### src/rtl/audio_pkg.sv
// Shared audio-path definitions used by the codec transmit and receive blocks.
package audio_pkg;

  localparam int AUDIO_W     = 16;
  localparam int SYNC_STAGES = 2;

  typedef enum logic [1:0] {
    WAIT_L,
    DELAY,
    SHIFT,
    PAD
  } tx_state_t;

endpackage

### src/rtl/edge_sync.sv
// Brings an asynchronous codec clock into the clk domain and produces
// single-cycle rise/fall strobes on the synchronised level.
module edge_sync
  import audio_pkg::*;
#(
  parameter int STAGES = SYNC_STAGES
) (
  input  logic clk,
  input  logic reset,
  input  logic d,
  output logic rise,
  output logic fall
);

  logic [STAGES-1:0] sync_q, sync_d;
  logic              prev_q, prev_d;
  logic              level;

  always_comb begin
    sync_d = STAGES'({sync_q, d});
    level  = sync_q[STAGES-1];
    prev_d = level;
    rise   = level & ~prev_q;
    fall   = ~level & prev_q;
  end

  always_ff @(posedge clk or posedge reset) begin
    if (reset) begin
      sync_q <= '0;
      prev_q <= 1'b0;
    end else begin
      sync_q <= sync_d;
      prev_q <= prev_d;
    end
  end

endmodule

### src/rtl/dac_send.sv
// I2S DAC transmitter: buffers one mono sample and serialises it MSB-first
// on both channels, timed by the oversampled codec bit and word clocks.
module dac_send
  import audio_pkg::*;
#(
  parameter int N = AUDIO_W
) (
  input  logic         clk,
  input  logic         reset,
  input  logic [N-1:0] sample_data,
  input  logic         valid,
  output logic         ready,
  input  logic         bclk,
  input  logic         daclrck,
  output logic         dacdat,
  output logic         underrun
);

  localparam int CW = $clog2(N + 1);

  logic bclk_fall, bclk_rise_unused;
  logic lr_rise, lr_fall, lr_edge;

  edge_sync #(.STAGES(SYNC_STAGES)) u_bclk_sync (
    .clk   (clk),
    .reset (reset),
    .d     (bclk),
    .rise  (bclk_rise_unused),
    .fall  (bclk_fall)
  );

  edge_sync #(.STAGES(SYNC_STAGES)) u_lr_sync (
    .clk   (clk),
    .reset (reset),
    .d     (daclrck),
    .rise  (lr_rise),
    .fall  (lr_fall)
  );

  tx_state_t     state_q, state_d;
  logic [N-1:0]  hold_q, hold_d;
  logic          hold_full_q, hold_full_d;
  logic [N-1:0]  frame_q, frame_d;
  logic [N-1:0]  sh_q, sh_d;
  logic [CW-1:0] cnt_q, cnt_d;
  logic          dacdat_q, dacdat_d;
  logic          underrun_q, underrun_d;

  assign lr_edge = lr_fall | lr_rise;

  always_comb begin
    state_d     = state_q;
    hold_d      = hold_q;
    hold_full_d = hold_full_q;
    frame_d     = frame_q;
    sh_d        = sh_q;
    cnt_d       = cnt_q;
    dacdat_d    = dacdat_q;
    underrun_d  = 1'b0;

    // The frame sees hold as it was before any same-cycle accept.
    if (lr_fall) begin
      if (hold_full_q) begin
        frame_d     = hold_q;
        hold_full_d = 1'b0;
      end else begin
        frame_d    = '0;
        underrun_d = 1'b1;
      end
    end

    if (valid && !hold_full_q) begin
      hold_d      = sample_data;
      hold_full_d = 1'b1;
    end

    if (state_q == WAIT_L) begin
      dacdat_d = 1'b0;
      if (lr_fall) begin
        state_d = DELAY;
        sh_d    = frame_d;
        cnt_d   = '0;
      end
    end else if (lr_edge) begin
      // Any word-clock edge restarts the word; the coincident bclk fall is the boundary.
      state_d  = DELAY;
      sh_d     = frame_d;
      cnt_d    = '0;
      dacdat_d = 1'b0;
    end else if (bclk_fall) begin
      unique case (state_q)
        DELAY: begin
          dacdat_d = sh_q[N-1];
          sh_d     = {sh_q[N-2:0], 1'b0};
          cnt_d    = CW'(1);
          state_d  = SHIFT;
        end
        SHIFT: begin
          if (cnt_q == CW'(N)) begin
            dacdat_d = 1'b0;
            state_d  = PAD;
          end else begin
            dacdat_d = sh_q[N-1];
            sh_d     = {sh_q[N-2:0], 1'b0};
            cnt_d    = cnt_q + CW'(1);
          end
        end
        PAD:     dacdat_d = 1'b0;
        default: state_d = WAIT_L;
      endcase
    end
  end

  always_ff @(posedge clk or posedge reset) begin
    if (reset) begin
      state_q     <= WAIT_L;
      hold_q      <= '0;
      hold_full_q <= 1'b0;
      frame_q     <= '0;
      sh_q        <= '0;
      cnt_q       <= '0;
      dacdat_q    <= 1'b0;
      underrun_q  <= 1'b0;
    end else begin
      state_q     <= state_d;
      hold_q      <= hold_d;
      hold_full_q <= hold_full_d;
      frame_q     <= frame_d;
      sh_q        <= sh_d;
      cnt_q       <= cnt_d;
      dacdat_q    <= dacdat_d;
      underrun_q  <= underrun_d;
    end
  end

  assign ready    = !hold_full_q;
  assign dacdat   = dacdat_q;
  assign underrun = underrun_q;

endmodule

### config.mk
export PLATFORM = sky130hd
export DESIGN_NAME = dac_send
export DESIGN_NICKNAME = d
export VERILOG_FILES = /design/src/rtl/audio_pkg.sv /design/src/rtl/edge_sync.sv /design/src/rtl/dac_send.sv
export SDC_FILE = /design/constraint.sdc
export NUM_CORES = 1
export LEC_CHECK = 0
export ABC_AREA = 1
export CORE_MARGIN = 2
export CORE_UTILIZATION = 50
export CTS_CLUSTER_SIZE = 24
export DETAILED_ROUTE_END_ITERATION = 6
export PLACE_DENSITY_LB_ADDON = 0.2
export SETUP_SLACK_MARGIN = 0.1
export SLEW_MARGIN = 40
export SYNTH_ARGS = -nofsm -noshare
export SYNTH_HDL_FRONTEND = slang
export SYNTH_SLANG_ARGS = --single-unit
### constraint.sdc
create_clock -name clk -period 1.9 [get_ports clk]
set_input_delay 0.38 -clock clk [delete_from_list [all_inputs] [get_ports clk]]
set_output_delay 0.38 -clock clk [all_outputs]
set_load 0.03 [all_outputs]
-- Yosys cells after proc, flatten, opt, wreduce, memory -nomap -nowiden
Index checks and enable logic that the tools add are counted.
- register bits: 64
- output and inout bits: 3
- logic and storage cells: 67
- add/sub/neg operators: 1
- equal/unequal tests: 8
- multiplexer cells: 29
- bitwise operators: 7
- reduce and logical (&&, ||, !) cells: 10
- operators by type and width (operator ; number):
    $mux 16 ; 7
    $pmux 16 s2 ; 1
    $mux 5 ; 5
    $mux 2 ; 5
    $pmux 5 s2 ; 1
    $mux 1 ; 8
    $ne 4x4->1 const B ; 2
    $reduce_and 4->1 ; 2
    $pmux 2 s3 ; 1
    $add 5x1->5 const B ; 1
    $eq 5x5->1 const B ; 1
    $reduce_bool 5->1 ; 1
    $eq 2x2->1 const B ; 2
    $reduce_bool 4->1 ; 1
    $and 1x1->1 ; 3
    $ne 3x3->1 const B ; 1
    $not 1->1 ; 3
    $pmux 1 s3 ; 1
    $reduce_bool 3->1 ; 1
    $eq 2x1->1 const B ; 1
    $logic_not 2->1 ; 1
    $ne 2x2->1 const B ; 1
    $reduce_and 2->1 ; 1
    $reduce_bool 2->1 ; 1
    3 further kinds ; 3

-- Longest topological paths before layout
- depth after elaboration: 6
- depth in mapped cells: 11

-- Cells and area by module
A second synthesis with hierarchy kept.
- cell total of the unflattened synthesis: 351
- area, all modules: 2915.3 µm²
- modules (own cells, without submodules) (module ; times used ; cells each ; area each (µm²)):
    dac_send ; 1 ; 335 ; 2727.6
    edge_sync ; 2 ; 8 ; 93.8

-- Least setup slack after synthesis
OpenSTA, ideal clock, no wires.
- path kind: reg2reg
- start: register state_q[0]
- end: register sh_q[4]
- library setup time: 0.123 ns
- arrival: 1.477 ns
- slack: 0.299 ns
- cell stages (with the launch flop): 11
- buffers on the path: 2
- clock period less this slack: 1.601 ns
- cell sequence: dfrtp_1 > inv_1 > ha_1 > inv_2 > nand2_4 > nor2_2 > nor2_4 > nand3_2 > buf_6 > buf_6 > o21ai_2
- word-level cells in the longest chain between the ends: 5
- elaborated cells between the ends (all ways): 12
- classes of those cells: 4 x eq/ne; 4 x mux; 4 x reduce/logical
- RTL lines (what ; RTL line ; RTL):
    start: declaration ; dac_send.sv:40 ; tx_state_t state_q, state_d;
    start signal: assignment ; dac_send.sv:125 ; state_q <= state_d;
    $eq 2x2->1 / $eq 2x1->1 (equally long branches) ; dac_send.sv:91 ; unique case (state_q)
    $pmux 16 s2 ; dac_send.sv:91 ;
    $mux 16 ; dac_send.sv:90 ; end else if (bclk_fall) begin
    $mux 16 ; dac_send.sv:84 ; end else if (lr_edge) begin
    $mux 16 ; dac_send.sv:77 ; if (state_q == WAIT_L) begin
    end signal: assignment ; dac_send.sv:120 ; sh_q <= '0;
    end signal: assignment ; dac_send.sv:129 ; sh_q <= sh_d;
    end: declaration ; dac_send.sv:44 ; logic [N-1:0] sh_q, sh_d;
Parallel ways exist; a longest one is shown, timed or not. The select of a mux whose other input is x is not followed.
A chain may end at the register's enable or synchronous reset.

-- Worst setup path in the final report
- start: register dacdat_q (netlist: dacdat)
- end: output port dacdat
- RTL lines (what ; RTL line ; RTL):
    start: declaration ; dac_send.sv:46 ; logic dacdat_q, dacdat_d;
    start signal: assignment ; dac_send.sv:131 ; dacdat_q <= dacdat_d;
    end: declaration ; dac_send.sv:15 ; output logic dacdat,
No word-level cell between the ends.

==> results.md <==
* Port Buf Inserts at 23
* Commonest non-fill, non-tap cell in the layout: nand2_1
* Relative slew slack at 0.720
* Critical Path Start Type: register
* Setup-failing EPs final at 0
* Met1 usage at 0.249
* Slowest cell on the critical path: clkdlybuf4s50_1
* Share of layout cells above drive strength 1 at 0.232
* Critical path class: reg -> out
* Antenna cells at 0
* NumNets Final at 356
* Sequential area share after synthesis at 0.550
* Crit end category: primary output
* Final hold vios at 0
* CTS Hold Bufs at 0
* Vias/cell at around 5.0
* Antenna violations before repair at 0
* Core ar. at between 0.005 and 0.006 sq mm
* Crit path max-delay family: buffers and inverters
* Peak supply drop at between 0.0007 and 0.0008 V
* Worst path max stage delay at roughly 0.67 ns
* Total congestion overflow at 0
* Psw at about 1700 uW
* Yosys cell types at 26
* Worst skew pair latency at between 0.3 and 0.4 ns
* GRT met2 Usage at 0.273
* Vias in the first global route at roughly 2000
* Reg clk slew, reported paths at roughly 0.06 ns
* Hold/Removal Path Class: reg -> reg
* Layout area overhead at 19.2%
* Flop pwr share at 0.413
* Most frequent cells in the layout: nand2_1 (79), dfrtp_1 (64), nand3_1 (22), clkdlybuf4s50_1 (22), o21ai_0 (19)
* Max Clk Rate at just under 0.6 GHz
* Final min period at 1.73 ns
* PwrDens at around 1400 mW/mm^2
* Syn Nets at between 300 and 400
* Max cap viols at 0
* Chip Width at between 80 and 90 microns
* Routing usage on met3 at 0.0371
* Switching share of power at 0.355
* Placer Congestion at approximately 0.8
* Clock Path Buffers at 2
* Fin Hold WS at approximately 0.35 ns
* First-pass iteration count of the detailed router at 4
* Worst slew pin tran at ~0.42 ns
* Total negative slack at 0 ns
* Clock power frac at 0.213
* Cell chain of the critical path: clkdlybuf4s50_1
* I/O Pins at 24
* Post-DP HPWL at around 3.3 mm
* Largest net degree at the start of global routing at between 60 and 70
* CTS root buf: clkbuf_8
* RSZ-0062 raised after global routing: yes
* Status: complete, no violations
* Die height at 80.3 microns
* First-pass GRT wire length at roughly 8.9 mm
* Period utilization at 0.912
* Final core occ at 0.622
* Syn avg cell area at 9.87 sq um
* Leading area contributor after synthesis: dfrtp_1
* DR vias at ~2000
* DRT iter0 DRCs at 107
* CP Max Fanout at 2
* Req. time, crit path at roughly 1.5 ns
* Worst clock skew at roughly 0.0052 ns
* Ys Warns at 0
* CTS Buf Count at 9
* Worst EP arrival at ~1.4 ns
* FP Rows at 27
* Synthesized area at 0.00291 sq mm
* GRT Overall Usage at 0.182
* Synth Register Bits at between 60 and 70
* Crit path buf inv count at 1
* DRC violations left at 0
* Leakage power at 0.00168 uW
* CTS sink count at 64
* DRT antenna net count at 0
* Starting density of the core at 0.522
* Busiest grt layer: met2
* Final wirelength at around 5.2 mm
* Wirelength per Cell at roughly 13 microns
* H-tree levels at 3
* TritonCTS clock tree: built
* Die Area at between 0.006 and 0.007 sq mm
* Fin. max-slew vios at 0
* Area contributors post-synth: dfrtp_1 (55%), nand2_1 (10%), mux2_2 (5.8%)
* Combinational Power Share at 0.374
* Internal power at about 3100 uW
* Post-synth top area share at 0.550
* Cells after Synth at slightly below 300
-- timing repair --
item,4_1_cts,5_1_grt
gates cloned,0,2
endpoints found under the setup margin,1,13
buffers inserted,0,0
gates resized for setup,1,3
-- Yosys cell counts --
library cell	number
nand2_1	79
buf_2	3
buf_4	1
nor2_4	1
inv_2	1
nor2_2	3
nand3_2	1
ha_1	7
nand3_1	22
dfrtp_1	64
inv_1	18
clkbuf_1	3
o21ai_2	18
o21bai_1	1
o211ai_1	2
mux2_2	15
o21ai_0	19
or2_2	1
nand2_2	11
a21oi_1	2
buf_6	2
clkinv_1	1
nor2_1	12
nand2_4	1
nand4_1	6
buf_12	1
-- final cells by class --
cell class	count	area, sq um
flip-flops and latches	64	1600
fillers	463	2100
clock buffers	12	155
clock inverters	3	17.5
inverters	20	78.8
repair buffers	32	359
well taps	72	90.1
multi-input cells	201	1170
-- power by group through the flow --
stage                     Sequential [uW]  Combinational [uW]  Clock, uW
after floorplan                      1960                1390          0
after global placement               2000                1610          0
after detailed placement             2000                1660          0
after CTS                            1980                1660       1050
after global routing                 2040                2030       1100
final                                1980                1800       1030
-- through the flow --
stage,power (uW),setup WS (ns),cells,instance area (sq um)
2_1_floorplan,3350,0.299,295,2910
3_3_place_gp,3600,0.248,387,3250
3_5_place_dp,3660,0.240,387,3250
4_1_cts,4690,0.148,402,3420
5_1_grt,5170,0.0969,404,3470
6_report,4800,0.168,404,3470
-- worst paths after layout --
| check | slack, ns | cells past startpoint | to | from |
|---|---|---|---|---|
| setup / recovery | 0.17 | 1 | dacdat | dacdat$_DFFE_PP0P_ |
| hold / removal | 0.35 | 0 | u_lr_sync.sync_q[1]$_DFF_PP0_ | u_lr_sync.sync_q[0]$_DFF_PP0_ |
| setup reg to reg | 0.22 | 9 | sh_q[1]$_DFFE_PP0P_ | u_lr_sync.sync_q[1]$_DFF_PP0_ |
| hold reg to reg | 0.35 | 0 | u_lr_sync.sync_q[1]$_DFF_PP0_ | u_lr_sync.sync_q[0]$_DFF_PP0_ |
| max in group asynchronous | 1.16 | 3 | cnt_q[1]$_DFFE_PP0P_ | reset |
| min in group asynchronous | 0.46 | 3 | frame_q[1]$_DFF_PP0_ | reset |
-- cells by family after synthesis --
family	share of synthesized area
adders and majority gates	0.0301
buffers and inverters	0.0520
and+or+nand+nor	0.212
AOI/OAI and AO/OA	0.0980
DFF	0.550
muxes	0.0580
-- registers in the layout (all words and copies together) (netlist names), 2 cells and up --
name,count
cnt_q,5
frame_q,16
hold_q,16
sh_q,16
state_q,2
u_bclk_sync.sync_q,2
u_lr_sync.sync_q,2
-- routing by layer --
layer / vias up / wire length (microns)
li1: 1026 / -
met1: 971 / 2540
met2: 33 / 2370
met3: 9 / 166
met4: 0 / 110
met5: - / 0
Power figures use the tool's default switching activity.
